File: src/rtl/gen_log_rr_arbiter_if.sv
// Handshake bundle between NUM_REQ log requesters, the arbiter and the log sink.
// master: requesters/sink side (drives req, req_data, out_ready); slave: arbiter side.
interface gen_log_rr_arbiter_if #(
    parameter int NUM_REQ = 10,
    parameter int DATA_W  = 32,
    parameter int CNT_W   = 16
);
    localparam int IDX_W = $clog2(NUM_REQ);

    logic [NUM_REQ-1:0]        req;
    logic [NUM_REQ*DATA_W-1:0] req_data;
    logic [NUM_REQ-1:0]        gnt;
    logic                      out_valid;
    logic [DATA_W-1:0]         out_data;
    logic [IDX_W-1:0]          out_src;
    logic                      out_ready;
    logic                      busy;
    logic [CNT_W-1:0]          msg_cnt;

    modport master (
        output req, req_data, out_ready,
        input  gnt, out_valid, out_data, out_src, busy, msg_cnt
    );

    modport slave (
        input  req, req_data, out_ready,
        output gnt, out_valid, out_data, out_src, busy, msg_cnt
    );
endinterface

File: src/rtl/gen_log_rr_arbiter.sv
// Round-robin arbiter funnelling NUM_REQ log requesters into one registered valid/ready channel.
// Ports: clk, rst_n (async active-low), bus (slave modport: req/req_data/gnt, out_*, busy, msg_cnt).
module gen_log_rr_arbiter #(
    parameter int NUM_REQ = 10,
    parameter int DATA_W  = 32,
    parameter int CNT_W   = 16
) (
    input  logic                   clk,
    input  logic                   rst_n,
    gen_log_rr_arbiter_if.slave    bus
);
    localparam int IDX_W = $clog2(NUM_REQ);

    localparam logic [0:0] ST_IDLE = 1'b0;
    localparam logic [0:0] ST_SEND = 1'b1;

    logic [0:0]        state_q, state_d;
    logic [DATA_W-1:0] data_q, data_d;
    logic [IDX_W-1:0]  src_q, src_d;
    logic [IDX_W-1:0]  rr_ptr_q, rr_ptr_d;
    logic [CNT_W-1:0]  cnt_q, cnt_d;

    logic [DATA_W-1:0]  words [NUM_REQ];
    logic [NUM_REQ-1:0] gnt_w;
    logic [IDX_W-1:0]   win_idx;
    logic               win_any;
    logic [DATA_W-1:0]  win_word;
    logic               slot_free;
    logic               take;
    logic               hs;

    // Per-requester data slice and grant decode.
    for (genvar i = 0; i < NUM_REQ; i++) begin : g_req
        assign words[i] = bus.req_data[i*DATA_W +: DATA_W];
        assign gnt_w[i] = take && (win_idx == IDX_W'(i));
    end

    // Winner: lowest requester at or above rr_ptr, else lowest overall (wrap).
    always_comb begin
        win_any = 1'b0;
        win_idx = '0;
        for (int k = NUM_REQ - 1; k >= 0; k--) begin
            if (bus.req[k]) begin
                win_any = 1'b1;
                win_idx = IDX_W'(k);
            end
        end
        for (int k = NUM_REQ - 1; k >= 0; k--) begin
            if (bus.req[k] && (IDX_W'(k) >= rr_ptr_q)) begin
                win_idx = IDX_W'(k);
            end
        end
    end

    always_comb begin
        win_word = '0;
        for (int k = 0; k < NUM_REQ; k++) begin
            if (win_idx == IDX_W'(k)) begin
                win_word = words[k];
            end
        end
    end

    // The output slot frees in the same cycle the sink takes the current word.
    assign slot_free = (state_q == ST_IDLE) || bus.out_ready;
    assign take      = slot_free && win_any;
    assign hs        = (state_q == ST_SEND) && bus.out_ready;

    always_comb begin
        state_d  = state_q;
        data_d   = data_q;
        src_d    = src_q;
        rr_ptr_d = rr_ptr_q;
        cnt_d    = cnt_q;
        if (take) begin
            state_d  = ST_SEND;
            data_d   = win_word;
            src_d    = win_idx;
            rr_ptr_d = (win_idx == IDX_W'(NUM_REQ - 1)) ? '0 : win_idx + IDX_W'(1);
        end else if (hs) begin
            state_d = ST_IDLE;
        end
        if (hs && (cnt_q != '1)) begin
            cnt_d = cnt_q + CNT_W'(1);
        end
    end

    always_ff @(posedge clk or negedge rst_n) begin
        if (!rst_n) begin
            state_q  <= ST_IDLE;
            data_q   <= '0;
            src_q    <= '0;
            rr_ptr_q <= '0;
            cnt_q    <= '0;
        end else begin
            state_q  <= state_d;
            data_q   <= data_d;
            src_q    <= src_d;
            rr_ptr_q <= rr_ptr_d;
            cnt_q    <= cnt_d;
        end
    end

    assign bus.gnt       = gnt_w;
    assign bus.out_valid = (state_q == ST_SEND);
    assign bus.out_data  = data_q;
    assign bus.out_src   = src_q;
    assign bus.busy      = (state_q == ST_SEND) || (|bus.req);
    assign bus.msg_cnt   = cnt_q;
endmodule

File: src/flat_wrapper.sv
// flat-port wrapper written by rule: the top's interface ports become plain ports
module gen_log_rr_arbiter_flat 
#(
    parameter int NUM_REQ = 10,
    parameter int DATA_W  = 32,
    parameter int CNT_W   = 16
)
  (clk, rst_n, bus_req, bus_req_data, bus_out_ready, bus_gnt, bus_out_valid, bus_out_data, bus_out_src, bus_busy, bus_msg_cnt);
  gen_log_rr_arbiter_if #(.NUM_REQ(NUM_REQ), .DATA_W(DATA_W), .CNT_W(CNT_W)) bus_i ();
  input  logic clk;
  input  logic rst_n;
  input wire logic [$bits(bus_i.req)-1:0] bus_req;
  input wire logic [$bits(bus_i.req_data)-1:0] bus_req_data;
  input wire logic [$bits(bus_i.out_ready)-1:0] bus_out_ready;
  output wire logic [$bits(bus_i.gnt)-1:0] bus_gnt;
  output wire logic [$bits(bus_i.out_valid)-1:0] bus_out_valid;
  output wire logic [$bits(bus_i.out_data)-1:0] bus_out_data;
  output wire logic [$bits(bus_i.out_src)-1:0] bus_out_src;
  output wire logic [$bits(bus_i.busy)-1:0] bus_busy;
  output wire logic [$bits(bus_i.msg_cnt)-1:0] bus_msg_cnt;
  assign bus_i.req = bus_req;
  assign bus_i.req_data = bus_req_data;
  assign bus_i.out_ready = bus_out_ready;
  assign bus_gnt = bus_i.gnt;
  assign bus_out_valid = bus_i.out_valid;
  assign bus_out_data = bus_i.out_data;
  assign bus_out_src = bus_i.out_src;
  assign bus_busy = bus_i.busy;
  assign bus_msg_cnt = bus_i.msg_cnt;
  gen_log_rr_arbiter #(.NUM_REQ(NUM_REQ), .DATA_W(DATA_W), .CNT_W(CNT_W)) u_core (.clk(clk), .rst_n(rst_n), .bus(bus_i));
endmodule
File: config.mk
export PLATFORM = sky130hd
export DESIGN_NAME = gen_log_rr_arbiter_flat
export DESIGN_NICKNAME = d
export VERILOG_FILES = /design/src/rtl/gen_log_rr_arbiter_if.sv /design/src/rtl/gen_log_rr_arbiter.sv /design/src/flat_wrapper.sv
export SDC_FILE = /design/constraint.sdc
export NUM_CORES = 1
export LEC_CHECK = 0
export BUFFER_PORTS_ARGS = -buffer_cell sky130_fd_sc_hd__buf_4
export CORE_AREA = 3 3 155 157
export DETAILED_ROUTE_END_ITERATION = 6
export DIE_AREA = 0 0 158 160
export GPL_TIMING_DRIVEN = 0
export PLACE_DENSITY = 0.48
export SYNTH_ARGS = -nofsm -noshare
export SYNTH_HDL_FRONTEND = slang
export SYNTH_SLANG_ARGS = --single-unit
File: constraint.sdc
create_clock -name clk -period 2.8 [get_ports clk]
set_input_delay 0.14 -clock clk [delete_from_list [all_inputs] [get_ports clk]]
set_output_delay 0.14 -clock clk [all_outputs]
set_load 0.1 [all_outputs]
# Word-level counts from Yosys, hierarchy flattened
# Index checks and enable logic that the tools add are counted.
# word_totals
output_inout_bits	64
wordCells	99
input_bits	333
register_bits	57
# op_classes
n_eq_ne	10
n_lt_le_gt_ge	10
n_reduce_logical	28
addsub	2
bitwise	1
mux	43
# ops
operator	n
32-bit 2-to-1 mux	10
4-bit 2-to-1 mux	21
1-bit logical AND	23
16-bit by 1-bit adder with 16-bit output (second input constant)	1
4-bit by 3-bit == test with 1-bit output (second input constant)	4
3-bit by 4-bit greater-or-equal comparator with 1-bit output (first input constant)	4
16-bit != test (second input constant)	1
1-bit 2-to-1 mux	12
10-bit OR reduction	1
4-bit by 2-bit == test with 1-bit output (second input constant)	2
4-bit == test (second input constant)	2
1-bit by 4-bit greater-or-equal comparator with 1-bit output (first input constant)	2
2-bit by 4-bit greater-or-equal comparator with 1-bit output (first input constant)	2
4-bit greater-or-equal comparator (first input constant)	2
4-bit by 1-bit adder with 4-bit output (second input constant)	1
4-bit by 1-bit == test with 1-bit output (second input constant)	1
4-bit logical NOT	1
1-bit logical OR	2
2-bit nonzero test	1
1-bit inverter	1

# Depth between registers and ports, before layout
# Gate-level depths: netlist of the first run.
# depth
ltp_word	31
depth_mapped	12

# Least setup slack after synthesis of the first run
# OpenSTA, ideal clock, no wires.
# synth_timing
path_kind	reg2out
from	reg u_core.rr_ptr_q[0]
to	out bus_gnt[6]
arrival_time_ps	3737
path_stages_with_launch	9
required_ps	2660
path_slack_ps	-1077
cell_sequence	dfrtp_1 buf_2 nor2b_1 o31ai_2 a2111oi_4 o2111ai_1 buf_4 buf_2 nor3_1
# synth_via
elab_chain_cells	14
word_cells_on_any_way	32
cone_classes	order compare (10); eq/ne (1); mux (10); reduce/logical (11)
# synth_rtl
item	line	rtl
start, declared	gen_log_rr_arbiter.sv:20	logic [IDX_W-1:0] rr_ptr_q, rr_ptr_d;
start signal, assigned	gen_log_rr_arbiter.sv:99	rr_ptr_q <= rr_ptr_d;
4-bit greater-or-equal comparator	gen_log_rr_arbiter.sv:49	if (bus.req[k] && (IDX_W'(k) >= rr_ptr_q)) begin
1-bit logical AND	gen_log_rr_arbiter.sv:49	
4-bit 2-to-1 mux (9 in a row)	gen_log_rr_arbiter.sv:49	
4-bit 2-to-1 mux *	gen_log_rr_arbiter.sv:49	
4-bit by 3-bit == test with 1-bit output *	gen_log_rr_arbiter.sv:35	assign gnt_w[i] = take && (win_idx == IDX_W'(i));
1-bit logical AND *	gen_log_rr_arbiter.sv:35	
end, declared	flat_wrapper.sv:15	output wire logic [$bits(bus_i.gnt)-1:0] bus_gnt;
# Mark *: on every way between the ends. The rest lies on a longest branch, timed or not.

# Worst setup path in the final report of the first run
# layout_timing
from	reg u_core.rr_ptr_q[1]
to	out bus_gnt[2]
# layout_via
elab_chain_cells	14
word_cells_on_any_way	32
cone_classes	order compare (10); eq/ne (1); mux (10); reduce/logical (11)
# layout_rtl
item	line
4-bit greater-or-equal comparator	gen_log_rr_arbiter.sv:49
1-bit logical AND	gen_log_rr_arbiter.sv:49
4-bit 2-to-1 mux (9 in a row)	gen_log_rr_arbiter.sv:49
4-bit 2-to-1 mux *	gen_log_rr_arbiter.sv:49
4-bit by 2-bit == test with 1-bit output *	gen_log_rr_arbiter.sv:35
1-bit logical AND *	gen_log_rr_arbiter.sv:35
# Marked as above.

==> impl_metrics.toml, run 1 <==
[logic_synthesis]
syn_nets = 1042
synth_edf_count = 0
syn-cell-area_sq_um = 5150
synthFlopType = "dfrtp_1"
yosysSeqAreaShare_pct = 27.7
yosysTopAreaCell = "dfrtp_1"
netlist_instances = 708
synthArstFlopShare_pct = 100
ys_warn_count = 0
synth_top_area_share_pct = 27.7
ys_types = 63
postSynthAreaPerCell_sq_um = 7.27
synth_area_leaders = "dfrtp_1 (28%), nand2_1 (8.9%), a21oi_1 (6.4%), o2bb2ai_1 (5.3%), a211oi_1 (4.5%)"
ys_ff_latch = 57

[clock_tree]
clock_latency_ns = 0.34
clkSinkCount = 57
cts_tree = "done"
clk_pin_slew_ns = 0.07
cts-root-buf = "clkbuf_16"
cts_max_level = 3
clock_path_buffers = 2
cts-buffers-inserted = 9

[worst_setup_path]
regToRegSetupSlack_ns = 0.05
r2r-start = "u_core.rr_ptr_q[1]$_DFFE_PN0P_"
end_kind = "primary output"
worstPathArrival_ns = 2.65
worst-path-max-fanout = 5
crit_start = "u_core.rr_ptr_q[1]$_DFFE_PN0P_"
r2r_cells = 11
crit_type = "flip-flop to primary output"
worstPathRequired_ns = 2.66
reg2reg_to = "u_core.bus.out_data[13]$_DFFE_PN0P_"
crit_path_start_kind = "flip-flop"

[placement]
port-buffer-count = 396
dp_hpwl_um = 26800
gp_congestion = 0.885
place_area_sq_um = 8520
preCtsSetupSlack_ns = -0.508

[timing]
fin_worst_skew_ns = 0.0146
min_period_over_period_pct = 99.8
worst_slack_ns = 0.00666
final-max-slew-violation-count = 0
hold_viol_final = 0
setup_tns_ns = 0
slew_headroom_pct = 41.5
worst_slew_pin_slew_ns = 0.878
rsz0062_at_grt = "yes"
setup_viol = 0
period_needed_ns = 2.79
max_freq_ghz = 0.358

[finish]
fin_nets = 1487
drive_gt1_share_pct = 50.4
design_area_sq_um = 9860
area_growth_pct = 91.6
utilization_pct = 43.5

[worst_hold_path]
min_from = "bus_req_data[292]"
hp-class = "input pin to flip-flop"
holdPathEnd = "u_core.bus.out_data[4]$_DFFE_PN0P_"
holdPathStages = 3

[power]
p_leak_nw = 4.41
finalPower_w = 0.0119
powerDensity_nw_per_um2 = 1200
worst_ir_drop_vdd_mv = 0.662

[floorplanning]
die_x_um = 158
die-area_sq_um = 25300
die_h_um = 160
start_util_pct = 22.7
core_sq_um = 22600
num_rows = 55
io_pins = 397

[status]
status = "completed"

[route]
drc = 0
wl_per_cell_um = 23.9
drtPass1Iterations = 5
drtIter0Drc = 427
routed_wl_um = 34500
final_antenna_net_count = 0
routed_via_density = 5.18
vias = 7491

[job]
maxCapViolations = 0

[global_routing]
antenna_found_initial = 5
grt_overflow_total = 0
grt_max_degree = 58
grt_pass1_wl_um = 48500
grt_pass1_vias = 7617
grt_usage_pct = 25.6
==> worst max-delay path, stage by stage (launching register included) <==
cell	delay, ns
dfrtp_1	0.44
buf_6	0.17
buf_6	0.11
nor4b_4	0.26
o21ai_2	0.11
o311ai_4	0.11
buf_4	0.20
o21a_1	0.19
buf_6	0.16
and3_4	0.23
and2_4	0.16
buf_12	0.17
==> repair_timing <==
item | CTS | global route
hold buffers | 1 | 0
cloned | 0 | 2
pin swaps | 9 | 21
setup buffers | 12 | 28
setup endpoints to repair | 46 | 43
gates resized for setup | 102 | 112
hold endpoints to repair | 57 | 0
==> final cells by class <==
| type | count | area (sq um) |
|---|---|---|
| well taps | 285 | 357 |
| fillers | 2386 | 12800 |
| inverters | 6 | 22.5 |
| plain buffers | 63 | 470 |
| multi-input cells | 578 | 3860 |
| flip-flops and latches | 57 | 1430 |
| repair buffers | 438 | 3440 |
| diodes | 2 | 5.00 |
| clock buffers | 10 | 229 |
| clock inverters | 6 | 45.0 |
==> cells in the final DEF (no fill, tap or decap), types with 13 or more instances in the layout <==
cell,Yosys,final
buf_2,29,14
nor2_1,46,42
nor3_1,36,30
o21ai_0,46,40
clkbuf_1,32,13
o2bb2ai_1,31,31
buf_4,5,426
a211oi_2,0,13
dfrtp_1,57,54
a21oi_1,66,65
nand3_1,33,32
o22ai_1,31,31
nand2_1,122,119
a211oi_1,31,18
buf_6,1,20
a2111oi_2,5,18
==> state kept, by name (all words and copies together) (netlist names) <==
| register | flops |
|---|---|
| u_core.bus.out_src | 4 |
| u_core.bus.out_data | 32 |
| u_core.bus.out_valid | 1 |
| u_core.rr_ptr_q | 4 |
| u_core.bus.msg_cnt | 16 |
==> per-stage QoR <==
stage,hold slack (ns),instances
final,0.0588,1445
after global routing,0.0722,1445
after CTS,0.0493,1417
after detailed placement,0.313,1389
after global placement,0.311,1389
after floorplan,-0.156,708
==> cells by family (layout without fill, tap and decap cells) <==
group           after synthesis  after routing  synth area share [%]
flops                        57             57                  27.7
other cells                   0              2                     0
simple gates                283            283                  24.9
fa+ha+maj                     1              1                 0.243
compound gates              273            273                  36.8
mux                           6              6                  1.22
buf+inv                      73            523                  6.54
xor+xnor                     15             15                  2.55
==> power by group <==
group          internal [W]  switching (W)  total (W)
Clock              0.000602       0.000487    0.00109
Combinational       0.00316        0.00620    0.00936
Sequential          0.00117       0.000248    0.00142
Total               0.00494        0.00694     0.0119
==> synth_stat cells (all sizes together) (2+ instances only) <==
library cell / n
mux2: 2
o221ai: 2
and4: 2
buf: 35
and2: 5
nor3: 37
o2bb2ai: 31
o211ai: 3
a21oi: 66
and3: 12
nor4: 3
dfrtp: 57
o31ai: 2
mux2i: 4
or3: 3
a221oi: 2
o22ai: 31
nand4: 4
o21ai: 50
nor2b: 5
clkbuf: 32
nand2: 122
o21a: 6
inv: 6
o311ai: 2
nor2: 47
xnor2: 12
nand2b: 4
o211a: 2
a2111oi: 30
a211oi: 31
a31oi: 3
xor2: 3
a21o: 2
nand3: 33
a21boi: 2
==> routing by layer <==
layer | global-route usage, % | wire, um
met5 | 0 | 51
met4 | 6.77 | 680
met3 | 6.64 | 2610
met2 | 44.6 | 17500
met1 | 31.1 | 13600
==> worst max path at each step <==
stage | to | slack (ns)
floorplan | bus_gnt[6] | -0.22
global placement | bus_gnt[0] | -0.56
detailed placement | bus_gnt[0] | -0.51
CTS | bus_gnt[2] | -0.03
global route | u_core.bus.out_data[20]$_DFFE_PN0P_ | -0.09
finish | bus_gnt[2] | 0.007
(Power assumes the default switching activity.)
==> run 2, diff against run 1 <==
--- a/config.mk
+++ b/config.mk
@@ -5,12 +5,13 @@
 export SDC_FILE = /design/constraint.sdc
 export NUM_CORES = 1
 export LEC_CHECK = 0
+export ABC_AREA = 1
 export BUFFER_PORTS_ARGS = -buffer_cell sky130_fd_sc_hd__buf_4
-export CORE_AREA = 3 3 155 157
+export CORE_AREA = 3 3 154 156
 export DETAILED_ROUTE_END_ITERATION = 6
-export DIE_AREA = 0 0 158 160
+export DIE_AREA = 0 0 157 159
 export GPL_TIMING_DRIVEN = 0
-export PLACE_DENSITY = 0.48
+export PLACE_DENSITY = 0.53
 export SYNTH_ARGS = -nofsm -noshare
 export SYNTH_HDL_FRONTEND = slang
 export SYNTH_SLANG_ARGS = --single-unit
==> run 2 against run 1 <==
Fmax rose by 0.41%. Design area rose by 11%. Flip-flop and latch count did not move. Highest routed layer is now met4.
==> impl_metrics.toml, run 2 <==
[status]
status = "completed"

[finish]
fin_nets = 1896
antenna_cells = 0
utilization_pct = 48.6
area_growth_pct = 79.3
fillers = 2457
largest_reg_flops = 32
drive_gt1_share_pct = 40.1
final_common_cell = "buf_4"
layout_common_cells = "buf_4 (424), nand2_1 (371), inv_1 (154), nand4_1 (131), nor2_1 (122)"

[worst_setup_path]
crit_path_start_kind = "flip-flop"
critPathBufInv = 3
crit_start = "u_core.rr_ptr_q[1]$_DFFE_PN0P_"
path_common_cell = "nand2_1"
critPathSlowestCell = "dfrtp_2"
crit_type = "flip-flop to flip-flop"
worst-path-max-fanout = 8
path_cells = "nor2_4 > nor2_4 > a211oi_2 > nor2_2 > nand3_2 > nand2_1 > nand2_2 > a21oi_4 > clkinv_4 > buf_8 > buf_4 > nand4_1 > nand3_2 > nor2_2 > nand4_1 > nand2_1 > nand2_1 > nand2_1 > nand2_1"
end_kind = "flip-flop"
cpPeakStageDelay_ns = 0.46
critPathTopFamily = "simple AND/OR/NAND/NOR gates"
worstPathRequired_ns = 3.02
r2r-start = "u_core.rr_ptr_q[1]$_DFFE_PN0P_"
worstPathArrival_ns = 3.00

[placement]
gp_congestion = 0.912
dp_hpwl_um = 29500
port-buffer-count = 396

[logic_synthesis]
ys_top_cells_by_count = "nand2_1 (399), inv_1 (160), nor2_1 (150), nand4_1 (131), dfrtp_1 (57)"
yosysSeqAreaShare_pct = 23.4
netlist_instances = 1117
postSynthAreaPerCell_sq_um = 5.46
yosysTopAreaCell = "nand2_1"
ys_ff_latch = 57
ys_types = 35
ys_warn_count = 0
synth_edf_count = 0
yosysMostFrequentCell = "nand2_1"
synthFlopType = "dfrtp_1"
syn-cell-area_sq_um = 6100
syn_nets = 1451
synthArstFlopShare_pct = 100
synth_top_area_share_pct = 24.6
synth_area_leaders = "nand2_1 (25%), dfrtp_1 (23%), nand4_1 (13%), inv_1 (9.8%), nor2_1 (9.2%)"

[clock_tree]
clk_pin_slew_ns = 0.06
cts_tree = "done"
clkSinkCount = 57
clock_path_buffers = 2
clock_latency_ns = 0.34
cts-buffers-inserted = 9
cts_max_level = 3
cts-root-buf = "clkbuf_16"

[power]
powerDensity_nw_per_um2 = 1340
worst_ir_drop_vdd_mv = 0.478
p_leak_nw = 6.08

[job]
maxCapViolations = 0

[timing]
setup_viol = 0
hold_viol_final = 0
final-max-slew-violation-count = 0
worst_slew_pin_slew_ns = 0.812
max_freq_ghz = 0.359
fin_worst_skew_ns = 0.0111
slew_headroom_pct = 45.8
rsz0062_at_grt = "yes"
period_needed_ns = 2.78
holdWs_ns = 0.0332
min_period_over_period_pct = 99.4

[global_routing]
antenna_found_initial = 0
grt_overflow_total = 0
grt_pass1_wl_um = 52500
grt_usage_pct = 27.5
grt_max_degree = 58
grt_pass1_vias = 8780

[floorplanning]
die-area_sq_um = 25000
num_rows = 55
die_x_um = 157
io_pins = 397
start_util_pct = 27.1
core_sq_um = 22500
die_h_um = 159

[route]
routed_via_density = 4.88
vias = 9030
wl_per_cell_um = 19.9
final_antenna_net_count = 0
routed_wl_um = 36800
drtIter0Drc = 622
drtPass1Iterations = 7
drc = 0

[worst_hold_path]
min_from = "bus_out_ready"
hp-class = "input pin to flip-flop"
==> run 2: area by class of cell <==
class	count	area [sq um]	area share (%)
Multi-Input combinational cell	822	4180	38.2
Clock buffer	12	256	2.34
Sequential cell	57	1430	13.1
Inverter	168	642	5.87
Clock inverter	4	98.8	0.904
Timing Repair Buffer	434	3420	31.3
Buffer	70	549	5.02
Tap cell	285	357	3.26
==> run 2: cells by family (layout without fill, tap and decap cells) <==
group	after synthesis	after routing	share of synthesized area (%)
compound gates	54	54	5.01
xor+xnor	14	14	2.01
fa+ha+maj	1	1	0.205
buf+inv	238	688	15.7
flops	57	57	23.4
mux	1	1	0.185
simple gates	752	752	53.5
==> run 2: worst reg2reg max path, delay by kind of cell, from the launching register on <==
| family | cells | cell delay, ns |
|---|---|---|
| simple gates | 14 | 1.51 |
| flops | 1 | 0.46 |
| buf+inv | 3 | 0.45 |
| compound gates | 2 | 0.26 |
==> run 2: timing repair <==
action | in CTS | in global routing
setup buffers | 10 | 25
resized for setup | 44 | 242
hold buffers | 1 | 0
hold endpoints to repair | 57 | 0
endpoints found under the setup margin | 39 | 42
pin swaps | 6 | 80
cloned | 0 | 4
==> run 2: metal layers <==
layer / share of wire (%) / up-vias / wire length [um] / GRT usage [%]
li1: - / 4421 / - / -
met1: 41 / 4162 / 14900 / 34.1
met2: 49 / 393 / 18100 / 48.0
met3: 8.1 / 54 / 3000 / 6.71
met4: 2.2 / 0 / 805 / 6.29
met5: 0 / - / 0 / 0
==> run 2: power by group <==
group / leakage [nW] / internal (W) / total [W] / switching [W]
combinational: 5.20 / 0.00373 / 0.0119 / 0.00812
sequential: 0.709 / 0.00118 / 0.00145 / 0.000273
clock: 0.173 / 0.000919 / 0.00132 / 0.000405
total: 6.08 / 0.00583 / 0.0146 / 0.00880
==> run 2: per-stage QoR <==
step | setup WS [ns] | instance area, sq um | instances | TNS, ns | total power, W
final | 0.0181 | 10900 | 1852 | 0 | 0.0146
after global routing | -0.121 | 10900 | 1852 | -1.91 | 0.0156
after CTS | 0.00181 | 10100 | 1825 | 0 | 0.0131
after detailed placement | -0.479 | 9470 | 1798 | -12.04 | 0.0115
after global placement | -0.473 | 9470 | 1798 | -11.59 | 0.0114
after floorplan | -0.317 | 6140 | 1117 | -1.79 | 0.00818
==> run 2: final timing paths <==
kind                       cells past startpoint  slack, ns                                   to
setup / recovery                              19       0.02   u_core.bus.out_data[3]$_DFFE_PN0P_
hold / removal                                 2       0.03     u_core.bus.out_valid$_DFFE_PN0P_
setup reg to reg                              19       0.02   u_core.bus.out_data[3]$_DFFE_PN0P_
hold reg to reg                                2       0.48  u_core.bus.out_data[30]$_DFFE_PN0P_
max in group asynchronous                      2       1.78       u_core.rr_ptr_q[2]$_DFFE_PN0P_
min in group asynchronous                      2       0.43  u_core.bus.out_data[29]$_DFFE_PN0P_
==> run 3, diff against run 2 <==
==> config.mk (replaced) <==
export PLATFORM = sky130hd
export DESIGN_NAME = gen_log_rr_arbiter_flat
export DESIGN_NICKNAME = d
export VERILOG_FILES = /design/src/rtl/gen_log_rr_arbiter_if.sv /design/src/rtl/gen_log_rr_arbiter.sv /design/src/flat_wrapper.sv
export SDC_FILE = /design/constraint.sdc
export NUM_CORES = 1
export LEC_CHECK = 0
export BUFFER_PORTS_ARGS = -buffer_cell sky130_fd_sc_hd__buf_2
export CORE_AREA = 3 3 155 157
export DETAILED_ROUTE_END_ITERATION = 6
export DIE_AREA = 0 0 158 160
export GPL_TIMING_DRIVEN = 0
export PLACE_DENSITY = 0.5
export SYNTH_ARGS = -nofsm -noshare
export SYNTH_HDL_FRONTEND = slang
export SYNTH_SLANG_ARGS = --single-unit
==> run 3 against run 2 <==
First-iteration DRC count decreased by 17%. Die area increased by 1.3%. Sequential share of layout area increased by 3.1 points. Wire length decreased by 11%. Core utilization decreased by 9.4 points. Largest power group unchanged. Highest routed layer is now met5.
==> impl_metrics.toml, run 3 (synthesis results as in run 1) <==
[finish]
antenna_cells = 0
multi_input_area_sq_um = 3760
final_common_cell = "buf_2"
seqCellArea_sq_um = 1430
largest_reg_flops = 32
stdcell_count = 1442
utilization_pct = 39.2
fillers = 2480
fin_nets = 1486
drive_gt1_share_pct = 50.0
layout_common_cells = "buf_2 (400), nand2_1 (118), a21oi_1 (66), dfrtp_1 (52), nor2_1 (41)"
area_growth_pct = 72.4
design_area_sq_um = 8870

[worst_setup_path]
crit_path_start_kind = "flip-flop"
worst-path-max-fanout = 6
crit_type = "flip-flop to primary output"
end_kind = "primary output"
worstPathArrival_ns = 2.59
worstPathRequired_ns = 2.66

[floorplanning]
die_x_um = 158
start_util_pct = 22.7
io_pins = 397
core_sq_um = 22600
die-area_sq_um = 25300
die_h_um = 160
num_rows = 55

[timing]
period_needed_ns = 2.73
max_freq_ghz = 0.367
slew_headroom_pct = 42.9
setup_viol = 0
final-max-slew-violation-count = 0
hold_viol_final = 0
fin_worst_skew_ns = 0.00964
worst_slack_ns = 0.0750
worst_slew_pin_slew_ns = 0.856
min_period_over_period_pct = 97.3

[placement]
gp_congestion = 0.922
place_area_sq_um = 7530
dp_hpwl_um = 25600
preCtsSetupSlack_ns = -0.680
dp.cells = 1389
port-buffer-count = 396

[clock_tree]
cts_max_level = 3
clock_latency_ns = 0.35
cts_tree = "done"
cts-root-buf = "clkbuf_16"
cts-buffers-inserted = 9
clk_pin_slew_ns = 0.06
clkSinkCount = 57
clock_path_buffers = 2

[global_routing]
antenna_found_initial = 2
grt_pass1_vias = 7539
grt_max_degree = 58
grt_pass1_wl_um = 46400
grt_overflow_total = 0
grt_usage_pct = 24.5

[route]
routed_via_density = 5.17
final_antenna_net_count = 0
drtIter0Drc = 514
wl_per_cell_um = 22.7
drtPass1Iterations = 5
drc = 0
vias = 7461
routed_wl_um = 32700

[power]
powerDensity_nw_per_um2 = 1300
worst_ir_drop_vdd_mv = 0.567
p_leak_nw = 4.10
finalPower_w = 0.0116

[status]
status = "completed"

[worst_hold_path]
hp-class = "input pin to flip-flop"

[job]
maxCapViolations = 0
run 3: cell count changes in the layout (fill, tap and decap cells not counted), sizes merged, moves of 23 or more:
cell	previous run	this run
o22ai	0	31
inv	165	8
o2bb2ai	0	31
nand4	131	4
a211oi	1	31
nand2	400	122
a21oi	4	66
a2111oi	0	30
nor2	155	47
nor3	14	37
run 3: layer usage:
metal | vias up | wire length (um) | track usage (%)
met5 | - | 27 | 0
met3 | 46 | 2090 | 4.77
li1 | 3548 | - | -
met1 | 3531 | 13400 | 30.4
met2 | 332 | 16500 | 43.2
met4 | 4 | 719 | 6.14
run 3: final timing paths:
kind | from | endpoint | slack, ns | depth (start not counted)
min in group asynchronous | rst_n | u_core.bus.out_data[29]$_DFFE_PN0P_ | 0.45 | 2
max in group asynchronous | rst_n | u_core.bus.msg_cnt[9]$_DFFE_PN0P_ | 1.74 | 2
worst min register to register | u_core.bus.out_src[3]$_DFFE_PN0P_ | u_core.bus.out_src[3]$_DFFE_PN0P_ | 0.48 | 2
worst max-delay path | u_core.rr_ptr_q[1]$_DFFE_PN0P_ | bus_gnt[9] | 0.07 | 10
worst max register to register | u_core.rr_ptr_q[1]$_DFFE_PN0P_ | u_core.bus.out_data[31]$_DFFE_PN0P_ | 0.09 | 12
worst min-delay path | bus_req_data[305] | u_core.bus.out_data[17]$_DFFE_PN0P_ | 0.06 | 3
run 3: critical path, stage by stage, from the launching register on:
cell      delay, ns
dfrtp_1        0.43
buf_6          0.16
or3b_1         0.39
o221ai_2       0.08
nor3_2         0.09
buf_4          0.16
o211ai_4       0.18
buf_12         0.17
nand3_2        0.18
inv_2          0.17
buf_6          0.24
run 3: through the flow:
stage                     setup TNS, ns  hold slack (ns)
after floorplan                  -0.436           -0.156
after CTS                       -0.0351           0.0555
after detailed placement         -16.16            0.304
after global placement           -15.29            0.408
final                                 0           0.0635
after global routing            -0.0981           0.0696
run 3: cell type report:
cell class | instances | share of cell area [%]
clock inverters | 7 | 1.14
repair buffers | 437 | 27.9
plain buffers | 63 | 5.54
multi-input cells | 578 | 42.4
flip-flops and latches | 57 | 16.2
clock buffers | 9 | 2.54
well taps | 285 | 4.02
inverters | 6 | 0.254
run 3: what timing repair did:
item,in CTS,in global routing
endpoints found under the setup margin,46,42
hold buffers,1,0
pin swaps,6,19
resized for setup,119,109
gates cloned,0,2
setup buffers,8,30
hold endpoints to repair,57,0
run 3: power by group:
group	leakage [nW]	switching [W]	total [W]	internal, W
clock	0.153	0.000500	0.00129	0.000788
sequential	0.686	0.000244	0.00142	0.00118
combinational	3.26	0.00610	0.00886	0.00276
total	4.10	0.00685	0.0116	0.00472
